### src/rtl/core_sequencer_pkg.sv
// Shared constants and types for core_sequencer: subop codes, control-word
// match pattern and FSM states.
package core_sequencer_pkg;

  localparam logic [1:0] SEQ_END      = 2'b00;
  localparam logic [1:0] SEQ_LOOP_SET = 2'b01;
  localparam logic [1:0] SEQ_JUMP_NZ  = 2'b10;
  localparam logic [1:0] SEQ_WAIT     = 2'b11;

  // Control word: [15:14]=11, [7]=0, [6:5]=11, [4]=0
  localparam logic [15:0] CTRL_MASK = 16'hC0F0;
  localparam logic [15:0] CTRL_VAL  = 16'hC060;

  typedef enum logic [1:0] {
    IDLE = 2'd0,
    RUN  = 2'd1,
    WAIT = 2'd2
  } seq_state_e;

  function automatic logic is_ctrl(input logic [15:0] w);
    return (w & CTRL_MASK) == CTRL_VAL;
  endfunction

endpackage

### src/rtl/core_sequencer_prog_mem.sv
// Program store for core_sequencer: PROG_DEPTH x 16, synchronous write,
// combinational read. Contents are not reset.
module core_sequencer_prog_mem #(
  parameter int PROG_DEPTH = 32,
  parameter int ADDR_WIDTH = $clog2(PROG_DEPTH)
) (
  input  logic                  clk,
  input  logic                  we,
  input  logic [ADDR_WIDTH-1:0] waddr,
  input  logic [15:0]           wdata,
  input  logic [ADDR_WIDTH-1:0] raddr,
  output logic [15:0]           rdata
);

  logic [15:0] mem [PROG_DEPTH];

  always_ff @(posedge clk) begin
    if (we) mem[waddr] <= wdata;
  end

  assign rdata = mem[raddr];

endmodule

### src/rtl/core_sequencer.sv
// Program sequencer: streams a stored shader program as opcode/execute,
// consuming END/LOOP_SET/JUMP_NZ/WAIT locally. Loop support: CORE_SEQUENCER_LOOP_EN.
module core_sequencer
  import core_sequencer_pkg::*;
#(
  parameter int PROG_DEPTH = 32,
  localparam int ADDR_WIDTH = $clog2(PROG_DEPTH)
) (
  input  logic                  clk,
  input  logic                  reset,
  input  logic                  prog_we,
  input  logic [ADDR_WIDTH-1:0] prog_addr,
  input  logic [15:0]           prog_data,
  input  logic                  start,
  output logic                  busy,
  output logic                  done,
  output logic [15:0]           opcode,
  output logic                  execute
);

  seq_state_e            state_q, state_d;
  logic [ADDR_WIDTH-1:0] pc_q, pc_d;
  logic [5:0]            wait_cnt_q, wait_cnt_d;
  logic [15:0]           opcode_q, opcode_d;
  logic                  execute_q, execute_d;
  logic                  done_q, done_d;
`ifdef CORE_SEQUENCER_LOOP_EN
  logic [5:0]            loop_cnt_q, loop_cnt_d;
`endif

  logic [15:0]           word;
  logic [1:0]            subop;
  logic [5:0]            arg;
  logic [ADDR_WIDTH-1:0] pc_inc;
  logic                  mem_we;

  // Writes only land while idle, so a running program never sees them.
  assign mem_we = prog_we && (state_q == IDLE);

  core_sequencer_prog_mem #(
    .PROG_DEPTH (PROG_DEPTH),
    .ADDR_WIDTH (ADDR_WIDTH)
  ) u_mem (
    .clk   (clk),
    .we    (mem_we),
    .waddr (prog_addr),
    .wdata (prog_data),
    .raddr (pc_q),
    .rdata (word)
  );

  assign subop  = word[3:2];
  assign arg    = word[13:8];
  assign pc_inc = pc_q + ADDR_WIDTH'(1);

  always_comb begin
    state_d    = state_q;
    pc_d       = pc_q;
    wait_cnt_d = wait_cnt_q;
    opcode_d   = opcode_q;
    execute_d  = 1'b0;
    done_d     = 1'b0;
`ifdef CORE_SEQUENCER_LOOP_EN
    loop_cnt_d = loop_cnt_q;
`endif
    case (state_q)
      IDLE: begin
        if (start) begin
          state_d = RUN;
          pc_d    = '0;
        end
      end
      RUN: begin
        if (!is_ctrl(word)) begin
          opcode_d  = word;
          execute_d = 1'b1;
          pc_d      = pc_inc;
        end else begin
          case (subop)
            SEQ_END: begin
              state_d = IDLE;
              done_d  = 1'b1;
            end
            SEQ_LOOP_SET: begin
`ifdef CORE_SEQUENCER_LOOP_EN
              loop_cnt_d = arg;
`endif
              pc_d = pc_inc;
            end
            SEQ_JUMP_NZ: begin
`ifdef CORE_SEQUENCER_LOOP_EN
              if (loop_cnt_q != 6'd0) begin
                loop_cnt_d = loop_cnt_q - 6'd1;
                pc_d       = arg[ADDR_WIDTH-1:0];
              end else begin
                pc_d = pc_inc;
              end
`else
              pc_d = pc_inc;
`endif
            end
            default: begin
              // pc advances now; WAIT just holds it until the count expires
              pc_d = pc_inc;
              if (arg != 6'd0) begin
                wait_cnt_d = arg - 6'd1;
                state_d    = WAIT;
              end
            end
          endcase
        end
      end
      WAIT: begin
        if (wait_cnt_q == 6'd0) state_d = RUN;
        else                    wait_cnt_d = wait_cnt_q - 6'd1;
      end
      default: state_d = IDLE;
    endcase
  end

  always_ff @(posedge clk or posedge reset) begin
    if (reset) begin
      state_q    <= IDLE;
      pc_q       <= '0;
      wait_cnt_q <= '0;
      opcode_q   <= '0;
      execute_q  <= 1'b0;
      done_q     <= 1'b0;
    end else begin
      state_q    <= state_d;
      pc_q       <= pc_d;
      wait_cnt_q <= wait_cnt_d;
      opcode_q   <= opcode_d;
      execute_q  <= execute_d;
      done_q     <= done_d;
    end
  end

`ifdef CORE_SEQUENCER_LOOP_EN
  always_ff @(posedge clk or posedge reset) begin
    if (reset) loop_cnt_q <= '0;
    else       loop_cnt_q <= loop_cnt_d;
  end
`endif

  assign busy    = (state_q != IDLE);
  assign done    = done_q;
  assign opcode  = opcode_q;
  assign execute = execute_q;

endmodule

### config.mk
export PLATFORM = sky130hd
export DESIGN_NAME = core_sequencer
export DESIGN_NICKNAME = d
export VERILOG_FILES = /design/src/rtl/core_sequencer_pkg.sv /design/src/rtl/core_sequencer_prog_mem.sv /design/src/rtl/core_sequencer.sv
export SDC_FILE = /design/constraint.sdc
export NUM_CORES = 1
export LEC_CHECK = 0
export ABC_AREA = 1
export BUFFER_PORTS_ARGS = -buffer_cell sky130_fd_sc_hd__buf_4
export CORE_MARGIN = 1.5
export CORE_UTILIZATION = 30
export CTS_CLUSTER_DIAMETER = 100
export CTS_CLUSTER_SIZE = 30
export DETAILED_ROUTE_END_ITERATION = 6
export MAX_ROUTING_LAYER = met4
export SKIP_CTS_REPAIR_TIMING = 1
export SLEW_MARGIN = 20
export SYNTH_ARGS = -nofsm -noshare
export SYNTH_HDL_FRONTEND = slang
export SYNTH_HIERARCHICAL = 1
export SYNTH_SLANG_ARGS = --single-unit
### constraint.sdc
create_clock -name clk -period 3.07 [get_ports clk]
set_input_delay 0.614 -clock clk [delete_from_list [all_inputs] [get_ports clk]]
set_output_delay 0.614 -clock clk [all_outputs]
set_load 0.1 [all_outputs]
==> flow_metrics.tcl <==
set metrics [dict create \
    route.detailed.drc 0 \
    antenna_found_initial 0 \
    start_kind "register" \
    io_buffer_count 43 \
    grtUsageTotal 0.151 \
    die_y_um 278 \
    die_w_um 278 \
    cp.depth 18 \
    hp-class "primary input to asynchronous set/reset pin" \
    vdd.ir_drop.worst_mv 0.316 \
    fin_area_um2 24900 \
    clockRootBuffer "clkbuf_16" \
    p_leak_nw 9.05 \
    final_core_util 0.334 \
    synth_fp_nets 2017 \
    critPathBufInv 5 \
    setup_violations 0 \
    ant_nets 0 \
    gr-total-overflow 0 \
    dr_total_vias 14700 \
    worstPathArrival_ps 3330 \
    via_per_inst 4.90 \
    yosys_warnings 6 \
    max_stage_delay_ps 540 \
    clockBufferDepth 3 \
    grt_pass1_wl_um 87400 \
    synthAdderAreaFrac 0.00221 \
    coreArea_um2 74700 \
    avgSynthCellArea_um2 11.4 \
    drt_iter0_markers 1525 \
    synth_compound_area_frac 0.00761 \
    pin_count 44 \
    period_share 0.923 \
    gp_congestion 0.840 \
    clk_latency_ps 580 \
    placed_area_um2 24200 \
    finalHoldViolCount 0 \
    diodes 0 \
    wirelength_um 57100 \
    synth_xor_area_frac 0.000772 \
    cts_max_level 1 \
    reg2reg_depth 18 \
    finalSetupTns_ps 0 \
    clock-sinks 543 \
    ys_types 29 \
    drive_gt1_frac 0.0975 \
    min_period_ps 2830 \
    syn_to_final_growth_pct 9.89 \
    synthSimpleGateAreaFrac 0.236 \
    place_ws_ps 192 \
    initial_core_util 0.304 \
    worstPathCellList "clkinv_8 > buf_16 > buf_12 > nand2_1 > nand3_1 > nand3_1 > nand2_1 > nand2_1 > nand2_1 > nand2_1 > nand2_1 > inv_1 > nand2_1 > nor2_4 > nor2_8 > inv_4 > nand2_1 > o21ai_2" \
    synth_top_family_by_area "simple AND/OR/NAND/NOR gates" \
    fillers 7301 \
    fin_ws_ps 237 \
    path_clk_slew_ps 110 \
    ys_seq_elements 543 \
    dpl.hpwl_um 33400 \
    drv_slew 0 \
    wl_per_cell_um 19.0 \
    cp_common_cell "nand2_1" \
    power_density_nw_per_um2 476 \
    grt_max_degree 80 \
    cp_data_required_time_ps 3570 \
    dr.pass1.iters 5 \
    grt_pass1_vias 14100 \
    path_delay_family "simple AND/OR/NAND/NOR gates" \
    syn-cell-area_um2 22700 \
    run_status "finished clean" \
    netlist_instances 1988 \
    cts_buffers 22 \
    report.power.total_mw 11.9 \
    cp_slowest_cell "dfrtp_4" \
    max-cap-violations 0 \
    rsz0062_at_grt "false" \
    ys_seq_area_frac 0.712 \
    skew_ps 24.2 \
    worstMarginPinSlew_ps 715 \
    synth_mux_area_frac 0 \
    fin_nets 2051 \
    critPathCaptureType "register" \
    max_freq_mhz 353 \
    die_area_um2 77300 \
    worstSetupPathType "register to register" \
    relSlewSlack 0.523 \
    fp-row-count 100 \
    cts_tree "done" \
    critical_path.max_fanout 34 \
]
-- state kept, by name (all words and copies together) (netlist names) --
name and count:
wait_cnt_q 6, pc_q 5, opcode 16, u_mem/mem 512, done 1, state_q 2, execute 1
-- layout by cell type, fill, tap and decap left out, types with 2 or more instances in the layout --
master,count
ha_1,4
nand3_1,413
o21ai_0,7
nand2_1,778
dfrtp_1,28
inv_4,3
inv_1,27
buf_12,15
dfrtp_4,2
inv_2,6
o21ai_2,12
nand4_1,2
nand2_2,9
o21ai_1,5
or2_2,4
clkbuf_1,4
edfxtp_1,512
clkinv_8,2
nor2_8,2
nor2_1,48
xor2_1,2
nor2_2,7
clkbuf_16,24
buf_4,104
-- path summary, 6_finish.rpt --
path,startpoint,to,slack [ps]
worst max-delay path,pc_q[0],opcode[3],240
worst min-delay path,reset,done,120
worst max register to register,pc_q[0],opcode[3],240
worst min register to register,opcode[6],opcode[6],480
max in group asynchronous,reset,opcode[12],2270
min in group clk,prog_data[4],u_mem/mem[2][4],440
-- power by group --
part	total [mW]	internal, mW	switching (mW)
Clock	3.64	1.47	2.17
Combinational	0.153	0.0237	0.129
Sequential	8.08	8.08	0
Total	11.9	9.58	2.30
-- cell usage after synthesis, drive strengths merged --
library cell,number,share of area
or2,4,0.0011
o21a,1,0.00033
nand3,413,0.091
o21ai,24,0.0073
nand3b,1,0.00033
clkbuf,19,0.0031
buf,92,0.032
ha,4,0.0022
dfrtp,31,0.034
nand4,2,0.00055
nand2,788,0.13
edfxtp,512,0.68
nor2,58,0.011
inv,37,0.0066
xor2,2,0.00077
-- per-stage QoR --
| stage | cells | hold WS (ps) |
|---|---|---|
| after global routing | 2999 | 139 |
| final | 2999 | 121 |
| after detailed placement | 2965 | 460 |
| after floorplan | 1988 | 466 |
| after global placement | 2965 | 459 |
| after CTS | 2997 | 111 |
-- per-layer routing --
metal	vias up	share of wire	track usage
met5	-	0	-
met4	0	0.017	0.0268
met3	50	0.060	0.0147
met2	497	0.47	0.241
met1	7281	0.45	0.213
li1	6879	-	-
-- cell type report --
| type | count | area, um^2 | area share |
|---|---|---|---|
| clock buffer | 29 | 629 | 0.0252 |
| timing repair buffer | 121 | 1120 | 0.0451 |
| sequential | 543 | 16200 | 0.648 |
| tap | 969 | 1210 | 0.0486 |
| clock inverter | 3 | 28.8 | 0.00115 |
| multi-input combinational | 1297 | 5620 | 0.225 |
| inverter | 37 | 159 | 0.00637 |
-- worst register-to-register path, stage by stage (launching register included) --
cell and delay (ps):
dfrtp_4 540, clkinv_8 160, buf_16 220, buf_12 190
nand2_1 60, nand3_1 60, nand3_1 100, nand2_1 60
nand2_1 50, nand2_1 130, nand2_1 90, nand2_1 60
inv_1 180, nand2_1 130, nor2_4 220, nor2_8 80
inv_4 250, nand2_1 120, o21ai_2 70
-- cells by family (layout without fill, tap and decap cells) --
group           Yosys count  after routing
compound gates           25             25
buf+inv                 148            190
fa+ha+maj                 4              4
simple gates           1266           1266
flops                   543            543
xor+xnor                  2              2
(Power assumes the default switching activity.)
